File: src/rtl/bp_cce_msg_mode_arb.sv
// ---------------------------------------------------------------------------
// bp_cce_msg_mode_arb
//
// Routes the CCE message channels (LCE request/response/command and memory
// command/response) between num_engines_p message engines. The engine that
// owns the channels is selected by mode_i (engine index == mode encoding).
// A mode change is drained: the owning engine stops receiving new LCE work
// and stops issuing memory commands, keeps receiving memory responses and
// keeps sending LCE commands until it has no memory commands in flight and
// no LCE command pending. Only then does ownership move, through a one-cycle
// gap in which nothing is routed.
//
// Ports
//   clk_i, reset_n_i              clock, asynchronous active-low reset
//   mode_i                        requested owning engine
//   lce_req_*, lce_resp_*,        inbound channels from the CCE queues
//   mem_resp_*                    (payload, valid in; yumi out)
//   lce_cmd_*, mem_cmd_*          outbound channels to the CCE queues
//                                 (payload, valid out; ready in)
//   eng_*                         packed per-engine copies of each channel,
//                                 opposite direction (engine i at slice i)
//   active_o                      engine currently owning the channels
//   switching_o                   a mode change is in progress
//   outstanding_o                 memory commands in flight for active_o
//
// Optional build macro
//   BP_CCE_MODE_ARB_STATS_EN      adds switch_count_o (ownership handovers,
//                                 wrapping) and drain_cycles_o (cycles spent
//                                 draining, saturating). Absent by default.
//
// mode_i must always carry a value below num_engines_p.
// ---------------------------------------------------------------------------
module bp_cce_msg_mode_arb #(
    parameter int num_engines_p     = 2,
    parameter int lce_req_width_p   = 128,
    parameter int lce_resp_width_p  = 128,
    parameter int lce_cmd_width_p   = 128,
    parameter int mem_msg_width_p   = 128,
    parameter int max_outstanding_p = 4,
    parameter logic [num_engines_p-1:0] resp_en_mask_p = 2'b01,
    localparam int mode_width_lp = (num_engines_p > 1) ? $clog2(num_engines_p) : 1,
    localparam int cnt_width_lp  = $clog2(max_outstanding_p + 1)
) (
    input  logic                                   clk_i,
    input  logic                                   reset_n_i,
    input  logic [mode_width_lp-1:0]               mode_i,

    input  logic [lce_req_width_p-1:0]             lce_req_i,
    input  logic                                   lce_req_v_i,
    output logic                                   lce_req_yumi_o,
    input  logic [lce_resp_width_p-1:0]            lce_resp_i,
    input  logic                                   lce_resp_v_i,
    output logic                                   lce_resp_yumi_o,
    input  logic [mem_msg_width_p-1:0]             mem_resp_i,
    input  logic                                   mem_resp_v_i,
    output logic                                   mem_resp_yumi_o,
    output logic [lce_cmd_width_p-1:0]             lce_cmd_o,
    output logic                                   lce_cmd_v_o,
    input  logic                                   lce_cmd_ready_i,
    output logic [mem_msg_width_p-1:0]             mem_cmd_o,
    output logic                                   mem_cmd_v_o,
    input  logic                                   mem_cmd_ready_i,

    output logic [num_engines_p*lce_req_width_p-1:0]  eng_lce_req_o,
    output logic [num_engines_p-1:0]               eng_lce_req_v_o,
    input  logic [num_engines_p-1:0]               eng_lce_req_yumi_i,
    output logic [num_engines_p*lce_resp_width_p-1:0] eng_lce_resp_o,
    output logic [num_engines_p-1:0]               eng_lce_resp_v_o,
    input  logic [num_engines_p-1:0]               eng_lce_resp_yumi_i,
    output logic [num_engines_p*mem_msg_width_p-1:0]  eng_mem_resp_o,
    output logic [num_engines_p-1:0]               eng_mem_resp_v_o,
    input  logic [num_engines_p-1:0]               eng_mem_resp_yumi_i,
    input  logic [num_engines_p*lce_cmd_width_p-1:0]  eng_lce_cmd_i,
    input  logic [num_engines_p-1:0]               eng_lce_cmd_v_i,
    output logic [num_engines_p-1:0]               eng_lce_cmd_ready_o,
    input  logic [num_engines_p*mem_msg_width_p-1:0]  eng_mem_cmd_i,
    input  logic [num_engines_p-1:0]               eng_mem_cmd_v_i,
    output logic [num_engines_p-1:0]               eng_mem_cmd_ready_o,

`ifdef BP_CCE_MODE_ARB_STATS_EN
    output logic [31:0]                            switch_count_o,
    output logic [31:0]                            drain_cycles_o,
`endif
    output logic [mode_width_lp-1:0]               active_o,
    output logic                                   switching_o,
    output logic [cnt_width_lp-1:0]                outstanding_o
);

    // state        | meaning
    // state_run    | active engine owns every channel
    // state_drain  | no new LCE work / mem cmds; waiting for in-flight traffic to resolve
    // state_switch | one idle cycle, ownership moves to target_r
    localparam logic [1:0] state_run    = 2'd0;
    localparam logic [1:0] state_drain  = 2'd1;
    localparam logic [1:0] state_switch = 2'd2;

    localparam logic [cnt_width_lp-1:0] cnt_max_lp = cnt_width_lp'(max_outstanding_p);

    logic [1:0]               state_r;
    logic [mode_width_lp-1:0] active_r;
    logic [mode_width_lp-1:0] target_r;
    logic [cnt_width_lp-1:0]  cnt_r;

    // Routing enables also depend on reset_n_i so that nothing is handed
    // across while reset is held, not only after the next clock.
    logic route_any;
    logic route_new;
    logic mem_cmd_ok;
    logic resp_ok;
    logic mem_cmd_fire;
    logic mem_resp_fire;

    assign route_any  = reset_n_i & (state_r != state_switch);
    assign route_new  = reset_n_i & (state_r == state_run);
    assign mem_cmd_ok = route_new & (cnt_r != cnt_max_lp);
    assign resp_ok    = route_new & resp_en_mask_p[active_r];

    always_comb begin
        eng_lce_req_o  = {num_engines_p{lce_req_i}};
        eng_lce_resp_o = {num_engines_p{lce_resp_i}};
        eng_mem_resp_o = {num_engines_p{mem_resp_i}};

        eng_lce_req_v_o     = '0;
        eng_lce_resp_v_o    = '0;
        eng_mem_resp_v_o    = '0;
        eng_lce_cmd_ready_o = '0;
        eng_mem_cmd_ready_o = '0;

        eng_lce_req_v_o[active_r]     = route_new & lce_req_v_i;
        eng_lce_resp_v_o[active_r]    = resp_ok & lce_resp_v_i;
        eng_mem_resp_v_o[active_r]    = route_any & mem_resp_v_i;
        eng_lce_cmd_ready_o[active_r] = route_any & lce_cmd_ready_i;
        eng_mem_cmd_ready_o[active_r] = mem_cmd_ok & mem_cmd_ready_i;

        lce_req_yumi_o  = route_new & lce_req_v_i & eng_lce_req_yumi_i[active_r];
        lce_resp_yumi_o = resp_ok & lce_resp_v_i & eng_lce_resp_yumi_i[active_r];
        mem_resp_yumi_o = route_any & mem_resp_v_i & eng_mem_resp_yumi_i[active_r];

        lce_cmd_o   = eng_lce_cmd_i[active_r * lce_cmd_width_p +: lce_cmd_width_p];
        lce_cmd_v_o = route_any & eng_lce_cmd_v_i[active_r];
        mem_cmd_o   = eng_mem_cmd_i[active_r * mem_msg_width_p +: mem_msg_width_p];
        // Valid is gated with the same enable as ready so the count only
        // moves on handshakes the engine itself sees.
        mem_cmd_v_o = mem_cmd_ok & eng_mem_cmd_v_i[active_r];
    end

    assign mem_cmd_fire  = mem_cmd_v_o & mem_cmd_ready_i;
    // A response with nothing outstanding is still delivered but not counted.
    assign mem_resp_fire = mem_resp_v_i & mem_resp_yumi_o & (cnt_r != '0);

    always_ff @(posedge clk_i or negedge reset_n_i) begin
        if (!reset_n_i) begin
            cnt_r <= '0;
        end else if (mem_cmd_fire && !mem_resp_fire) begin
            cnt_r <= cnt_r + 1'b1;
        end else if (mem_resp_fire && !mem_cmd_fire) begin
            cnt_r <= cnt_r - 1'b1;
        end
    end

    always_ff @(posedge clk_i or negedge reset_n_i) begin
        if (!reset_n_i) begin
            state_r  <= state_run;
            active_r <= '0;
            target_r <= '0;
        end else begin
            case (state_r)
                state_run: begin
                    if (mode_i != active_r) begin
                        state_r  <= state_drain;
                        target_r <= mode_i;
                    end
                end
                state_drain: begin
                    if (mode_i == active_r) begin
                        state_r <= state_run;
                    end else begin
                        target_r <= mode_i;
                        if ((cnt_r == '0) && !eng_lce_cmd_v_i[active_r]) begin
                            state_r <= state_switch;
                        end
                    end
                end
                state_switch: begin
                    active_r <= target_r;
                    state_r  <= state_run;
                end
                default: state_r <= state_run;
            endcase
        end
    end

    assign active_o      = active_r;
    assign switching_o   = (state_r != state_run);
    assign outstanding_o = cnt_r;

`ifdef BP_CCE_MODE_ARB_STATS_EN
    logic [31:0] switch_count_r;
    logic [31:0] drain_cycles_r;

    always_ff @(posedge clk_i or negedge reset_n_i) begin
        if (!reset_n_i) begin
            switch_count_r <= '0;
            drain_cycles_r <= '0;
        end else begin
            if (state_r == state_switch) begin
                switch_count_r <= switch_count_r + 32'd1;
            end
            if ((state_r == state_drain) && (drain_cycles_r != '1)) begin
                drain_cycles_r <= drain_cycles_r + 32'd1;
            end
        end
    end

    assign switch_count_o = switch_count_r;
    assign drain_cycles_o = drain_cycles_r;
`endif

endmodule

File: config.mk
export PLATFORM = sky130hd
export DESIGN_NAME = bp_cce_msg_mode_arb
export DESIGN_NICKNAME = d
export VERILOG_FILES = /design/src/rtl/bp_cce_msg_mode_arb.sv
export SDC_FILE = /design/constraint.sdc
export NUM_CORES = 1
export LEC_CHECK = 0
export BUFFER_PORTS_ARGS = -buffer_cell sky130_fd_sc_hd__buf_2
export CORE_AREA = 10 10 750 752
export DETAILED_ROUTE_END_ITERATION = 8
export DIE_AREA = 0 0 760 762
export PLACE_DENSITY = 0.3
export REMOVE_ABC_BUFFERS = 1
export SYNTH_ARGS = -nofsm -noshare
export SYNTH_HDL_FRONTEND = slang
export SYNTH_SLANG_ARGS = --single-unit
File: constraint.sdc
create_clock -name clk_i -period 4.6 [get_ports clk_i]
set_clock_uncertainty 0.1 [all_clocks]
set_input_delay 0.46 -clock clk_i [delete_from_list [all_inputs] [get_ports clk_i]]
set_output_delay 0.46 -clock clk_i [all_outputs]
set_load 0.03 [all_outputs]
==> reports/results.md <==
Outcome
* status: finished, final reports clean

Power
* power per standard cell area: 416 nW/µm²
* static leakage: 4.44 nW
* VDD IR-drop max: 0.132 mV

Detailed routing
* per-cell routed wire length: 66.5 µm
* number of vias per cell after detailed routing: 1.21
* number of antenna-violating nets in the routed design: 0
* routed vias: 10.2k
* first-pass iteration count of the detailed router: 5
* total detailed-routing wirelength: 561000 µm
* number of design-rule violations left by the first detailed-router iteration: 788
* remaining design rule violation count: 0

Placement
* dpl ws: 1.52 ns
* IO Port Bufs: 803
* number of cells in the design after placement: 8382
* detailed placement HPWL: 549000 µm
* last weighted congestion value of the routability-driven placer: 0.886

STA
* Final Worst Setup Slack: 1.49 ns
* final critical path time including I/O delays and setup: 3.11 ns
* Max transition margin: 0.429
* Pins Over Slew Limit: 0
* final cycle utilization of the critical path: 0.675
* endpoints failing setup: 0
* worst-margin pin slew: 0.863 ns
* setup repair after global routing missed its margin: no
* final number of hold-violating endpoints: 0
* Max Clk Rate: 0.322 GHz

CTS
* number of post-CTS setup repair buffers: 0
* CTS tree: built
* maximum clock path buffer count: 2
* Post-CTS Resized: 0
* number of buffers inserted for hold repair after clock tree synthesis: 1
* Root Buffer Master: sky130_fd_sc_hd__clkbuf_16
* CTS buffer count: 3
* Clock Latency Late Sink: 0.23 ns
* number of H-tree levels: 1
* Clock Sinks: 7
* CTS clk-pin slew, worst paths: 0.04 ns

GRT
* largest net degree at the start of global routing: 65
* number of antenna violations at the first check in global routing: 121
* number of global-route vias before repair: 9315
* global-route wire length before repair: 588000 µm
* sum of overflow across all layers after global routing: 0
* global-route usage over all layers: 0.185

Floorplan
* Die Ht: 762 µm
* initial core utilization: 0.0173
* Floorplan Core Area: 547000 µm²
* die area: 579000 µm²
* Die W: 760 µm
* # rows: 272
* Top-Level Pins: 1958

Layout
* final net count: 2043
* share of final-layout standard cells stronger than drive strength 1: 0.957
* number of filler instances in the final layout: 65.6k
* Final Instance Count excl. Fillers: 8439
* P&R area growth vs syn: 77.2%

Logic synthesis
* sequential element share of the synthesized area: 0.0185
* synthesized area per cell: 8.54 µm²
* count of different cell masters after synthesis: 24
* synthesis warning total: 0
* post-synth design cell area: 9480 µm²
* cells after synthesis: 1110
* Yosys reg bits: 7

Worst setup path
* Register-to-Register Path Depth: 9
* type of the worst setup path: register to output port
* nature of the critical path endpoint: output port
* worst-path maximum fanout: 35
* kind of start point of the critical path: register
* Worst Path Arrival: 2.55 ns
* required time at the worst-slack endpoint: 4.04 ns

Flow run
* maximum capacitance violations: 0

Min path
* type of the worst min-delay path: input port to register
* Hold Path Cell Cnt: 2

sequential cells by signal (all words and copies together) (netlist names):
signal and count:
outstanding_o 3, state_r 2, active_o 1, target_r 1
cells in the mapped netlist, drive strengths merged:
library cell	instances	area, µm²
inv	2	7.51
ha	1	12.5
or2	1	6.26
dfrtp	7	175
mux2i	3	30.0
nor3b	1	12.5
xor2	2	17.5
nor2	14	52.6
mux2	260	2930
nand2b	2	12.5
conb	1	3.75
xnor2	2	17.5
and3	1	6.26
nand2	3	11.3
and4	1	8.76
fa	1	20.0
or3b	1	8.76
buf	799	6100
nand3	4	20.0
nor3	2	15.0
and2	2	12.5
worst paths after layout:
path                                       from                      endpoint  slack, ns
max reg2reg                active_o$_DFFE_PN0P_  outstanding_o[2]$_DFFE_PN0P_       1.93
min                                      mode_i          target_r$_DFFE_PN0P_       0.40
max                        active_o$_DFFE_PN0P_                 mem_cmd_o[91]       1.49
min in group asynchronous             reset_n_i  outstanding_o[0]$_DFFE_PN0P_       0.54
max in group asynchronous             reset_n_i          active_o$_DFFE_PN0P_       3.63
min reg2reg                target_r$_DFFE_PN0P_          active_o$_DFFE_PN0P_       0.40
worst max-delay path: stages (launching register included):
cell and delay (ns):
sky130_fd_sc_hd__dfrtp_4 0.76, sky130_fd_sc_hd__buf_4 0.56, sky130_fd_sc_hd__mux2_2 0.27, sky130_fd_sc_hd__buf_2 0.51
power breakdown:
group	total (mW)	switching (mW)	internal, mW
Clock	0.152	0.0364	0.116
Combinational	6.67	5.39	1.28
Sequential	0.169	0.0782	0.0907
cell families (layout without fill, tap and decap cells):
group                    count (synthesis)  after routing  share of synthesized area
XOR/XNOR                                 4              4                    0.00370
adder cells (fa/ha/maj)                  2              2                    0.00343
buffers and inverters                  801            817                      0.645
flip-flops                               7              7                     0.0185
multiplexers                           263            263                      0.312
other                                    1             53                   0.000395
AND/OR/NAND/NOR                         32             32                     0.0175
layout make-up:
type | instances | area [µm²] | share of cell area
tap | 7261 | 9080 | 0.541
timing repair buffer | 811 | 4130 | 0.246
multi-input combinational | 302 | 3200 | 0.190
sequential | 7 | 179 | 0.0106
antenna | 52 | 130 | 0.00774
clock buffer | 4 | 78.8 | 0.00469
inverter | 2 | 7.51 | 0.000447
layer usage:
layer  share of wire  up-vias  routed length [µm]  global-route usage
li1                -     2912                   -                   -
met1            0.20     4412              113000               0.107
met2            0.50     2428              278000               0.331
met3            0.24      365              136000               0.211
met4           0.054      109               30400              0.0756
met5          0.0064        -                3580              0.0403
through the flow:
| step | utilization | hold WS [ns] | instance area [µm²] | TNS [ns] | power, mW |
|---|---|---|---|---|---|
| floorplan | - | 0.0644 | 3380 | -796.40 | 2.84 |
| global placement | 0.0303 | 0.243 | 16600 | 0 | 7.50 |
| detailed placement | 0.0303 | 0.239 | 16600 | 0 | 7.50 |
| CTS | 0.0305 | 0.391 | 16700 | 0 | 7.67 |
| global route | 0.0305 | 0.402 | 16700 | 0 | 7.27 |
| finish | 0.0307 | 0.396 | 16800 | 0 | 6.99 |
layout by cell type (no fill, tap or decap):
cell                            instances
sky130_fd_sc_hd__dfrtp_4                1
sky130_fd_sc_hd__nor3_2                 1
sky130_fd_sc_hd__dfrtp_1                6
sky130_fd_sc_hd__dlygate4sd3_1          1
sky130_fd_sc_hd__inv_1                  2
sky130_fd_sc_hd__xnor2_1                2
sky130_fd_sc_hd__buf_2                803
sky130_fd_sc_hd__clkbuf_1               1
sky130_fd_sc_hd__and2_1                 2
sky130_fd_sc_hd__or2_2                  1
sky130_fd_sc_hd__mux2_2               260
sky130_fd_sc_hd__nor2_1                14
sky130_fd_sc_hd__conb_1                 1
sky130_fd_sc_hd__and3_1                 1
sky130_fd_sc_hd__ha_1                   1
sky130_fd_sc_hd__nor3_1                 1
sky130_fd_sc_hd__nand2b_1               2
sky130_fd_sc_hd__buf_4                  3
sky130_fd_sc_hd__or3b_2                 1
sky130_fd_sc_hd__nor3b_2                1
sky130_fd_sc_hd__fa_1                   1
sky130_fd_sc_hd__xor2_1                 2
sky130_fd_sc_hd__mux2i_1                3
sky130_fd_sc_hd__clkbuf_16              3
sky130_fd_sc_hd__nand3_1                4
sky130_fd_sc_hd__diode_2               52
sky130_fd_sc_hd__nand2_1                3
sky130_fd_sc_hd__and4_1                 1
sky130_fd_sc_hd__buf_12                 4
Note: power is estimated with default switching activity, not from simulation.
